### src/rtl/accum_pkg.sv
// Shared constants for the parametrised accumulator core: instruction modes,
// ALU opcodes, FSM states and instruction field offsets.
package accum_pkg;

  localparam logic [1:0] MODE_MOV   = 2'b00;
  localparam logic [1:0] MODE_STORE = 2'b01;
  localparam logic [1:0] MODE_LDI   = 2'b10;
  localparam logic [1:0] MODE_ALU   = 2'b11;

  localparam logic [1:0] OP_ADD = 2'b00;
  localparam logic [1:0] OP_SUB = 2'b01;
  localparam logic [1:0] OP_AND = 2'b10;
  localparam logic [1:0] OP_XOR = 2'b11;

  typedef enum logic [1:0] {IDLE, EXEC, WB} state_t;

  // instr = {imm, rb, ra, alu_op, mode}; only rb/imm depend on RAW
  localparam int MODE_LSB = 0;
  localparam int OP_LSB   = 2;
  localparam int RA_LSB   = 4;

  function automatic int rb_lsb(input int raw);
    return RA_LSB + raw;
  endfunction

  function automatic int imm_lsb(input int raw);
    return RA_LSB + 2 * raw;
  endfunction

endpackage

### src/rtl/accum_alu.sv
// Combinational ALU: ADD/SUB produce carry/borrow, logic ops clear carry.
module accum_alu
  import accum_pkg::*;
#(
  parameter int DW = 8
) (
  input  logic [DW-1:0] op_a,
  input  logic [DW-1:0] op_b,
  input  logic [1:0]    op,
  output logic [DW-1:0] res,
  output logic          c,
  output logic          z
);

  logic [DW:0] wide;

  always_comb begin
    wide = '0;
    res  = '0;
    c    = 1'b0;
    case (op)
      OP_ADD: begin
        wide = {1'b0, op_a} + {1'b0, op_b};
        res  = wide[DW-1:0];
        c    = wide[DW];
      end
      OP_SUB: begin
        // top bit of the widened difference is set exactly when op_a < op_b
        wide = {1'b0, op_a} - {1'b0, op_b};
        res  = wide[DW-1:0];
        c    = wide[DW];
      end
      OP_AND:  res = op_a & op_b;
      default: res = op_a ^ op_b;
    endcase
  end

  assign z = (res == '0);

endmodule

### src/rtl/param_accum_core.sv
// Accumulator core: register file, MOV/STORE/LDI in one cycle, ALU ops through
// an IDLE -> EXEC -> WB pipeline with backup of the old accumulator.
module param_accum_core
  import accum_pkg::*;
#(
  parameter int DW   = 8,
  parameter int NREG = 4,
  parameter int RAW  = $clog2(NREG),
  parameter int IW   = 4 + 2 * RAW + DW
) (
  input  logic           clk,
  input  logic           rst_n,
  input  logic           instr_valid,
  output logic           instr_ready,
  input  logic [IW-1:0]  instr,
  output logic           done,
  output logic [DW-1:0]  acc_out,
  output logic           flag_z,
  output logic           flag_c,
  input  logic [RAW-1:0] dbg_sel,
  output logic [DW-1:0]  dbg_data
);

  localparam int RB_LSB  = rb_lsb(RAW);
  localparam int IMM_LSB = imm_lsb(RAW);

  state_t state, state_nxt;

  logic [NREG-1:0][DW-1:0] regs;
  logic [DW-1:0]  op_a, op_b, res_q;
  logic [1:0]     op_q;
  logic           c_q, z_q;
  logic [DW-1:0]  alu_res;
  logic           alu_c, alu_z;

  logic [1:0]     mode, alu_op;
  logic [RAW-1:0] ra, rb;
  logic [DW-1:0]  imm;
  logic           accept;

  assign mode   = instr[MODE_LSB +: 2];
  assign alu_op = instr[OP_LSB +: 2];
  assign ra     = instr[RA_LSB +: RAW];
  assign rb     = instr[RB_LSB +: RAW];
  assign imm    = instr[IMM_LSB +: DW];

  // gated by rst_n so ready stays low throughout reset even though state is IDLE
  assign instr_ready = rst_n && (state == IDLE);
  assign accept      = instr_valid && instr_ready;

  assign acc_out  = regs[0];
  assign dbg_data = regs[dbg_sel];

  accum_alu #(.DW(DW)) u_alu (
    .op_a (op_a),
    .op_b (op_b),
    .op   (op_q),
    .res  (alu_res),
    .c    (alu_c),
    .z    (alu_z)
  );

  always_ff @(posedge clk or negedge rst_n) begin
    if (!rst_n) state <= IDLE;
    else        state <= state_nxt;
  end

  always_comb begin
    state_nxt = state;
    case (state)
      IDLE:    if (accept && mode == MODE_ALU) state_nxt = EXEC;
      EXEC:    state_nxt = WB;
      WB:      state_nxt = IDLE;
      default: state_nxt = IDLE;
    endcase
  end

  // operand latch and result pipeline register
  always_ff @(posedge clk or negedge rst_n) begin
    if (!rst_n) begin
      op_a  <= '0;
      op_b  <= '0;
      op_q  <= '0;
      res_q <= '0;
      c_q   <= 1'b0;
      z_q   <= 1'b0;
    end else begin
      if (accept && mode == MODE_ALU) begin
        op_a <= regs[0];
        op_b <= regs[rb];
        op_q <= alu_op;
      end
      if (state == EXEC) begin
        res_q <= alu_res;
        c_q   <= alu_c;
        z_q   <= alu_z;
      end
    end
  end

  // register file, flags and retire pulse; accept only happens in IDLE so
  // instruction writes never collide with the EXEC/WB writes
  always_ff @(posedge clk or negedge rst_n) begin
    if (!rst_n) begin
      regs   <= '0;
      flag_z <= 1'b0;
      flag_c <= 1'b0;
      done   <= 1'b0;
    end else begin
      done <= (accept && mode != MODE_ALU) || (state == WB);
      if (accept) begin
        case (mode)
          MODE_MOV:   regs[0]  <= regs[ra];
          MODE_STORE: regs[ra] <= regs[0];
          MODE_LDI:   regs[ra] <= imm;
          default:    ;
        endcase
      end
      if (state == EXEC) regs[NREG-1] <= op_a;
      if (state == WB) begin
        regs[0] <= res_q;
        flag_z  <= z_q;
        flag_c  <= c_q;
      end
    end
  end

endmodule

### config.mk
export PLATFORM = sky130hd
export DESIGN_NAME = param_accum_core
export DESIGN_NICKNAME = d
export VERILOG_FILES = /design/src/rtl/accum_pkg.sv /design/src/rtl/accum_alu.sv /design/src/rtl/param_accum_core.sv
export SDC_FILE = /design/constraint.sdc
export NUM_CORES = 1
export LEC_CHECK = 0
export BUFFER_PORTS_ARGS = -buffer_cell sky130_fd_sc_hd__buf_2
export CORE_MARGIN = 10
export CORE_UTILIZATION = 65
export DETAILED_ROUTE_END_ITERATION = 7
export PLACE_DENSITY = 0.93
export SETUP_SLACK_MARGIN = 0.2
export SYNTH_ARGS = -nofsm -noshare
export SYNTH_HDL_FRONTEND = slang
export SYNTH_SLANG_ARGS = --single-unit
export TNS_END_PERCENT = 1
### constraint.sdc
create_clock -name clk -period 5.6 [get_ports clk]
set_input_delay 0.28 -clock clk [delete_from_list [all_inputs] [get_ports clk]]
set_output_delay 0.28 -clock clk [all_outputs]
set_load 0.01 [all_outputs]
Word-level counts from Yosys, hierarchy flattened
Cells that the tools add are included. Widths: inputs -> output; s select.

Output and inout bits: 20. Register bits: 65. Word-level logic and storage cells: 68.

Reduce and logical (&&, ||, !) cells: 18. Add/subtract/negate cells: 2. Muxes and demuxes: 19. $lt $le $gt $ge: 4. Equal/unequal tests: 9. Bitwise gates (word level): 2.

Operators with widths (count): $bwmux 32 (2); $bmux 8 s2 (3); $mux 8 (6); $pmux 24 s2 (1); $pmux 8 s3 (2); $mux 32 (1); $demux 8 s2 (1); $add 8x8->9 (1); $lt 2x3->1 const B (3); $sub 8x8->9 (1); $and 8x8->8 (1); $eq 2x2->1 const B (4); $logic_not 8->1 (1); $xor 8x8->8 (1); $eq 2x1->1 const B (3); $logic_not 2->1 (3); $reduce_and 2->1 (3); $reduce_bool 2->1 (3); $logic_and 1x1->1 (5); $pmux 2 s2 (1); $reduce_bool 4->1 (1); $reduce_bool 3->1 (1); $ge 2x1->1 const B (1); $mux 2 (1); other kinds (4) (4).

Depth between registers and ports, before layout
Depth after elaboration: 8. Mapped depth: 9. Mapped depth without buffers: 9.

Hierarchy
From an unflattened synthesis, not the netlist that was laid out.

Cells, all modules: 409. Area, all modules: 4524.3 sq um.

Modules (own cells, without submodules): param_accum_core (cells an instance 289, seq. area each 1626.6 sq um, area an instance 3592.2 sq um, instances 1); accum_alu (cells an instance 120, seq. area each 0.0 sq um, area an instance 932.1 sq um, instances 1).

Worst setup path before layout
Ideal clock, no wire load.

Path kind: register to register. From: reg op_a[5]. To: reg z_q. Data arrival time: 2.164 ns. Stages on the path, launching flop included: 9. Buffers on the path: 1. Library setup time: 0.103 ns. Path slack: 3.333 ns. Clock period less this slack: 2.267 ns. Path through: dfrtp_1 ha_1 clkbuf_1 inv_1 o221ai_1 nand3b_1 mux2i_1 or4b_4 o41ai_2.

Word-level cells in the longest chain between the ends: 3.

Ends and longest elaborated chain: start, declared (RTL line param_accum_core.sv:30) `logic [DW-1:0] op_a, op_b, res_q;`; start signal, assigned (RTL line param_accum_core.sv:89) `op_a <= regs[0];`; $sub 8x8->9, or another cell as far along (RTL line accum_alu.sv:29) `wide = {1'b0, op_a} - {1'b0, op_b};`; $pmux 8 s3 * (RTL line accum_alu.sv:21) `case (op)`; $logic_not 8->1 * (RTL line accum_alu.sv:38) `assign z = (res == '0);`; end signal, assigned (RTL line param_accum_core.sv:96) `z_q <= alu_z;`; end, declared (RTL line param_accum_core.sv:32) `logic c_q, z_q;`.

Every way passes the cells marked *; elsewhere a longest branch is shown, timed or not. A chain may end at the register's enable or synchronous reset.

Final worst setup path
From: reg state[1]. To: reg regs[29] (netlist name).

Word-level cells in the longest chain between the ends: 5.

Ends and longest elaborated chain: start, declared (RTL line param_accum_core.sv:27) `state_t state, state_nxt;`; start signal, assigned (RTL line param_accum_core.sv:65) `else state <= state_nxt;`; $logic_not 2->1 (RTL line param_accum_core.sv:48) `assign instr_ready = rst_n && (state == IDLE);`; $logic_and 1x1->1 (RTL line param_accum_core.sv:48); $logic_and 1x1->1 (RTL line param_accum_core.sv:49) `assign accept = instr_valid && instr_ready;`; $reduce_bool 2->1 (no line); $reduce_and 2->1 (no line); end signal, assigned by index (RTL line param_accum_core.sv:114) `MODE_STORE: regs[ra] <= regs[0];`; end signal, assigned by index (RTL line param_accum_core.sv:115) `MODE_LDI: regs[ra] <= imm;`; end signal, assigned by index (RTL line param_accum_core.sv:119) `if (state == EXEC) regs[NREG-1] <= op_a;`; end, declared (RTL line param_accum_core.sv:29) `logic [NREG-1:0][DW-1:0] regs;`.

Parallel ways exist; a longest one is shown, timed or not.

==> flow_metrics.env <==
export IMPL_path_cells="nand2b_1 > inv_1 > a21oi_1 > a21oi_1 > a21oi_1"
export IMPL_portBuffers=40
export IMPL_synth_nets=487
export IMPL_wl_um=12400
export IMPL_antennaDiodeCount=0
export IMPL_power_switching_share_pct=41.9
export IMPL_cts_buffers=9
export IMPL_syn_area_sq_mm=0.00442
export IMPL_gp_congestion=0.926
export IMPL_min_period_ns=2.81
export IMPL_endpoint_kind="register"
export IMPL_r2r_setup_slack_ns=2.79
export IMPL_drv_slew=0
export IMPL_worstSetupStartpointType="register"
export IMPL_postRouteAntennaNets=0
export IMPL_cts_root_buf="clkbuf_8"
export IMPL_firstDrtPassIters=7
export IMPL_drive_above_1_share_pct=23.1
export IMPL_met3_usage_pct=8.10
export IMPL_grt_first_pass_wirelength_um=19300
export IMPL_status="finished clean"
export IMPL_syn_inst=443
export IMPL_grt_pass1_vias=3700
export IMPL_via_per_inst=7.10
export IMPL_rr_startpoint="state[1]$_DFFE_PN0P_"
export IMPL_clock_power_share_pct=17.4
export IMPL_clk_pin_slew_worst_paths_ns=0.07
export IMPL_worstPathArrival_ns=2.98
export IMPL_worst_setup_path_type="register to register"
export IMPL_grt_util_met2_pct=38.3
export IMPL_wl_per_cell_um=23.1
export IMPL_cts_repair_resized=0
export IMPL_synth_simple_area_share_pct=12.8
export IMPL_area_sequential_sq_mm=0.00163
export IMPL_grt_ovfl_total=0
export IMPL_htree_levels=3
export IMPL_synth_edf_count=0
export IMPL_grt_busiest_layer="met2"
export IMPL_ys_warn_count=0
export IMPL_drv_cap=0
export IMPL_crit_start="state[1]$_DFFE_PN0P_"
export IMPL_p_switching_w=0.000882
export IMPL_cp_max_fo=22
export IMPL_min_delay_path_class="primary input to asynchronous set/reset pin"
export IMPL_area_delta_synth_final_pct=6.48
export IMPL_rsz0062_at_grt="no"
export IMPL_slew_headroom_pct=21.8
export IMPL_cp_slowest_cell="a21oi_1"
export IMPL_finalSetupViolCount=0
export IMPL_via_count=3806
export IMPL_max_stage_delay_ns=0.93
export IMPL_cp_depth=5
export IMPL_drt_iter0_drc=436
export IMPL_irDropWorstVdd_mv=0.230
export IMPL_synth_seq_area_share_pct=36.8
export IMPL_crit_end="regs[29]$_DFFE_PN0P_"
export IMPL_start_util_pct=68.4
export IMPL_tightest_slew_ns=1.17
export IMPL_final_nets=499
export IMPL_dp_cells=521
export IMPL_multi_input_area_sq_mm=0.00252
export IMPL_ioPinCount=41
export IMPL_synth_adder_area_share_pct=6.85
export IMPL_powerDensity_mw_per_mm2=447
export IMPL_grt_max_degree=67
export IMPL_muxShareOfSynthArea_pct=18.3
export IMPL_remaining_drc_errors=0
export IMPL_clk_path_buf_depth=2
export IMPL_synth_compound_area_share_pct=18.6
export IMPL_dp_hpwl_um=9010
export IMPL_critical_path_top_delay_family="compound AO/OA/AOI/OAI gates"
export IMPL_p_comb_share_pct=44.0
export IMPL_fmaxAchievable_mhz=355
export IMPL_dieArea_sq_mm=0.0105
export IMPL_synth_main_ff_cell="dfrtp_1"
export IMPL_core_sq_mm=0.00646
export IMPL_synth_xor_xnor_area_share_pct=0.595
export IMPL_die_w_um=102
export IMPL_worstPathRequired_ns=5.76
export IMPL_insertion_delay_ns=0.36
export IMPL_crit_top_cell="a21oi_1"
export IMPL_seqPwrFrac_pct=38.6
export IMPL_grt_use_met1_pct=28.8
export IMPL_cts_hold_buffers=0
export IMPL_tns_ns=0
export IMPL_final_setup_skew_ns=0.0160
export IMPL_r2r_cells=5
export IMPL_cts_sinks=65
export IMPL_hold_viol=0
export IMPL_fill_cells=462
export IMPL_async_reset_ff_share_pct=100
export IMPL_p_leak_nw=2.06
export IMPL_fin_cells=536
export IMPL_yosys_register_bits=65
export IMPL_synth_top_family_by_area="compound AO/OA/AOI/OAI gates"
export IMPL_finalCritPeriodShare_pct=50.2
export IMPL_die_y_um=102
export IMPL_ys_types=56
export IMPL_post_cts_setup_buffers=0
export IMPL_antenna_found_initial=0
export IMPL_fp_row_count=29
export IMPL_cts_tree="built"
export IMPL_critPathBufInv=1
export IMPL_syn_area_per_cell_sq_um=9.98
export IMPL_p_int_w=0.00122
export IMPL_rr_endpoint="regs[29]$_DFFE_PN0P_"
export IMPL_grt_usage_pct=23.7
-- routing by layer --
| layer | routed length, um | vias up |
|---|---|---|
| met4 | 507 | 0 |
| li1 | - | 1675 |
| met2 | 5890 | 252 |
| met5 | 0 | - |
| met3 | 1340 | 57 |
| met1 | 4640 | 1822 |
-- stage by stage --
stage          hold slack [ns]  setup slack, ns  power, W  utilization, %  area (sq um)
6_report                 0.103             2.79   0.00210            72.9          4710
5_1_grt                  0.160             2.61   0.00223            72.9          4710
4_1_cts                  0.123             2.90   0.00208            72.9          4710
3_5_place_dp             0.483             2.62   0.00171            70.1          4520
3_3_place_gp             0.464             2.83   0.00166            70.1          4520
2_1_floorplan          -0.0156             3.33   0.00145               -          4420
-- flip-flops by register name, indices dropped and copies added, names as in the netlist --
signal,count
done,1
state,2
op_q,2
res_q,8
acc_out,8
z_q,1
op_b,8
c_q,1
op_a,8
flag_c,1
flag_z,1
regs,24
-- cell type report --
type,instances,area share (%)
multi-input combinational,319,53.6
sequential,65,34.6
timing repair buffer,41,4.41
clock buffer,13,3.59
tap,77,2.05
inverter,19,1.52
clock inverter,2,0.266
-- worst register-to-register path, stage by stage, from the launching register on --
cell and delay [ns]:
dfrtp_1 0.39, nand2b_1 0.34, inv_1 0.68, a21oi_1 0.11, a21oi_1 0.93, a21oi_1 0.19
-- cells by family (layout without fill, tap and decap cells) --
logic type,after synthesis,after routing
AOI/OAI and AO/OA,125,125
xor gates and xnor gates,3,3
adders and majority gates,23,23
buffers and inverters,59,75
DFF,65,65
muxes,56,56
and+or+nand+nor,112,112
-- cell usage in the layout (no fill, tap or decap), drive strengths merged, types with 3 or more instances in the layout --
master  instances
nand3           6
nor3            4
nand3b          3
mux4           17
nand2          46
inv            19
a211oi          9
buf            41
o31ai           3
clkbuf         13
mux2i          11
a221o           8
o21ai          46
ha             21
a21oi          24
mux2           28
nor2           16
a22oi           8
nand4           3
nor4            9
o31a            3
dfrtp          65
nor2b           8
o311ai          3
a221oi          8
-- cells in the mapped netlist (all sizes together) (9+ instances only) --
| cell | count | share of area (%) |
|---|---|---|
| dfrtp | 65 | 37 |
| nand2 | 46 | 3.9 |
| o21ai | 46 | 5.2 |
| mux2 | 28 | 7.1 |
| a21oi | 24 | 2.7 |
| clkbuf | 21 | 1.8 |
| ha | 21 | 5.9 |
| buf | 19 | 2.7 |
| inv | 19 | 1.6 |
| mux4 | 17 | 8.7 |
| nor2 | 16 | 1.4 |
| mux2i | 11 | 2.5 |
| a211oi | 9 | 1.5 |
| nor4 | 9 | 1.4 |
-- power by group through the flow --
stage	clock network, W	logic, W	registers [W]
2_1_floorplan	0	0.000725	0.000726
3_3_place_gp	0	0.000869	0.000790
3_5_place_dp	0	0.000907	0.000808
4_1_cts	0.000368	0.000913	0.000802
5_1_grt	0.000392	0.00101	0.000826
6_report	0.000366	0.000926	0.000812
-- worst min-delay path by stage --
stage | start | endpoint | slack, ns | cells past startpoint
6_report | rst_n | c_q$_DFFE_PN0P_ | 0.10 | 2
5_1_grt | instr[2] | op_q[0]$_DFFE_PN0P_ | 0.16 | 3
4_1_cts | rst_n | acc_out[2]$_DFFE_PN0P_ | 0.12 | 2
3_5_place_dp | res_q[0]$_DFFE_PN0P_ | res_q[0]$_DFFE_PN0P_ | 0.48 | 2
3_3_place_gp | z_q$_DFFE_PN0P_ | z_q$_DFFE_PN0P_ | 0.46 | 2
2_1_floorplan | rst_n | acc_out[0]$_DFFE_PN0P_ | -0.02 | 0
(Power assumes the default switching activity.)
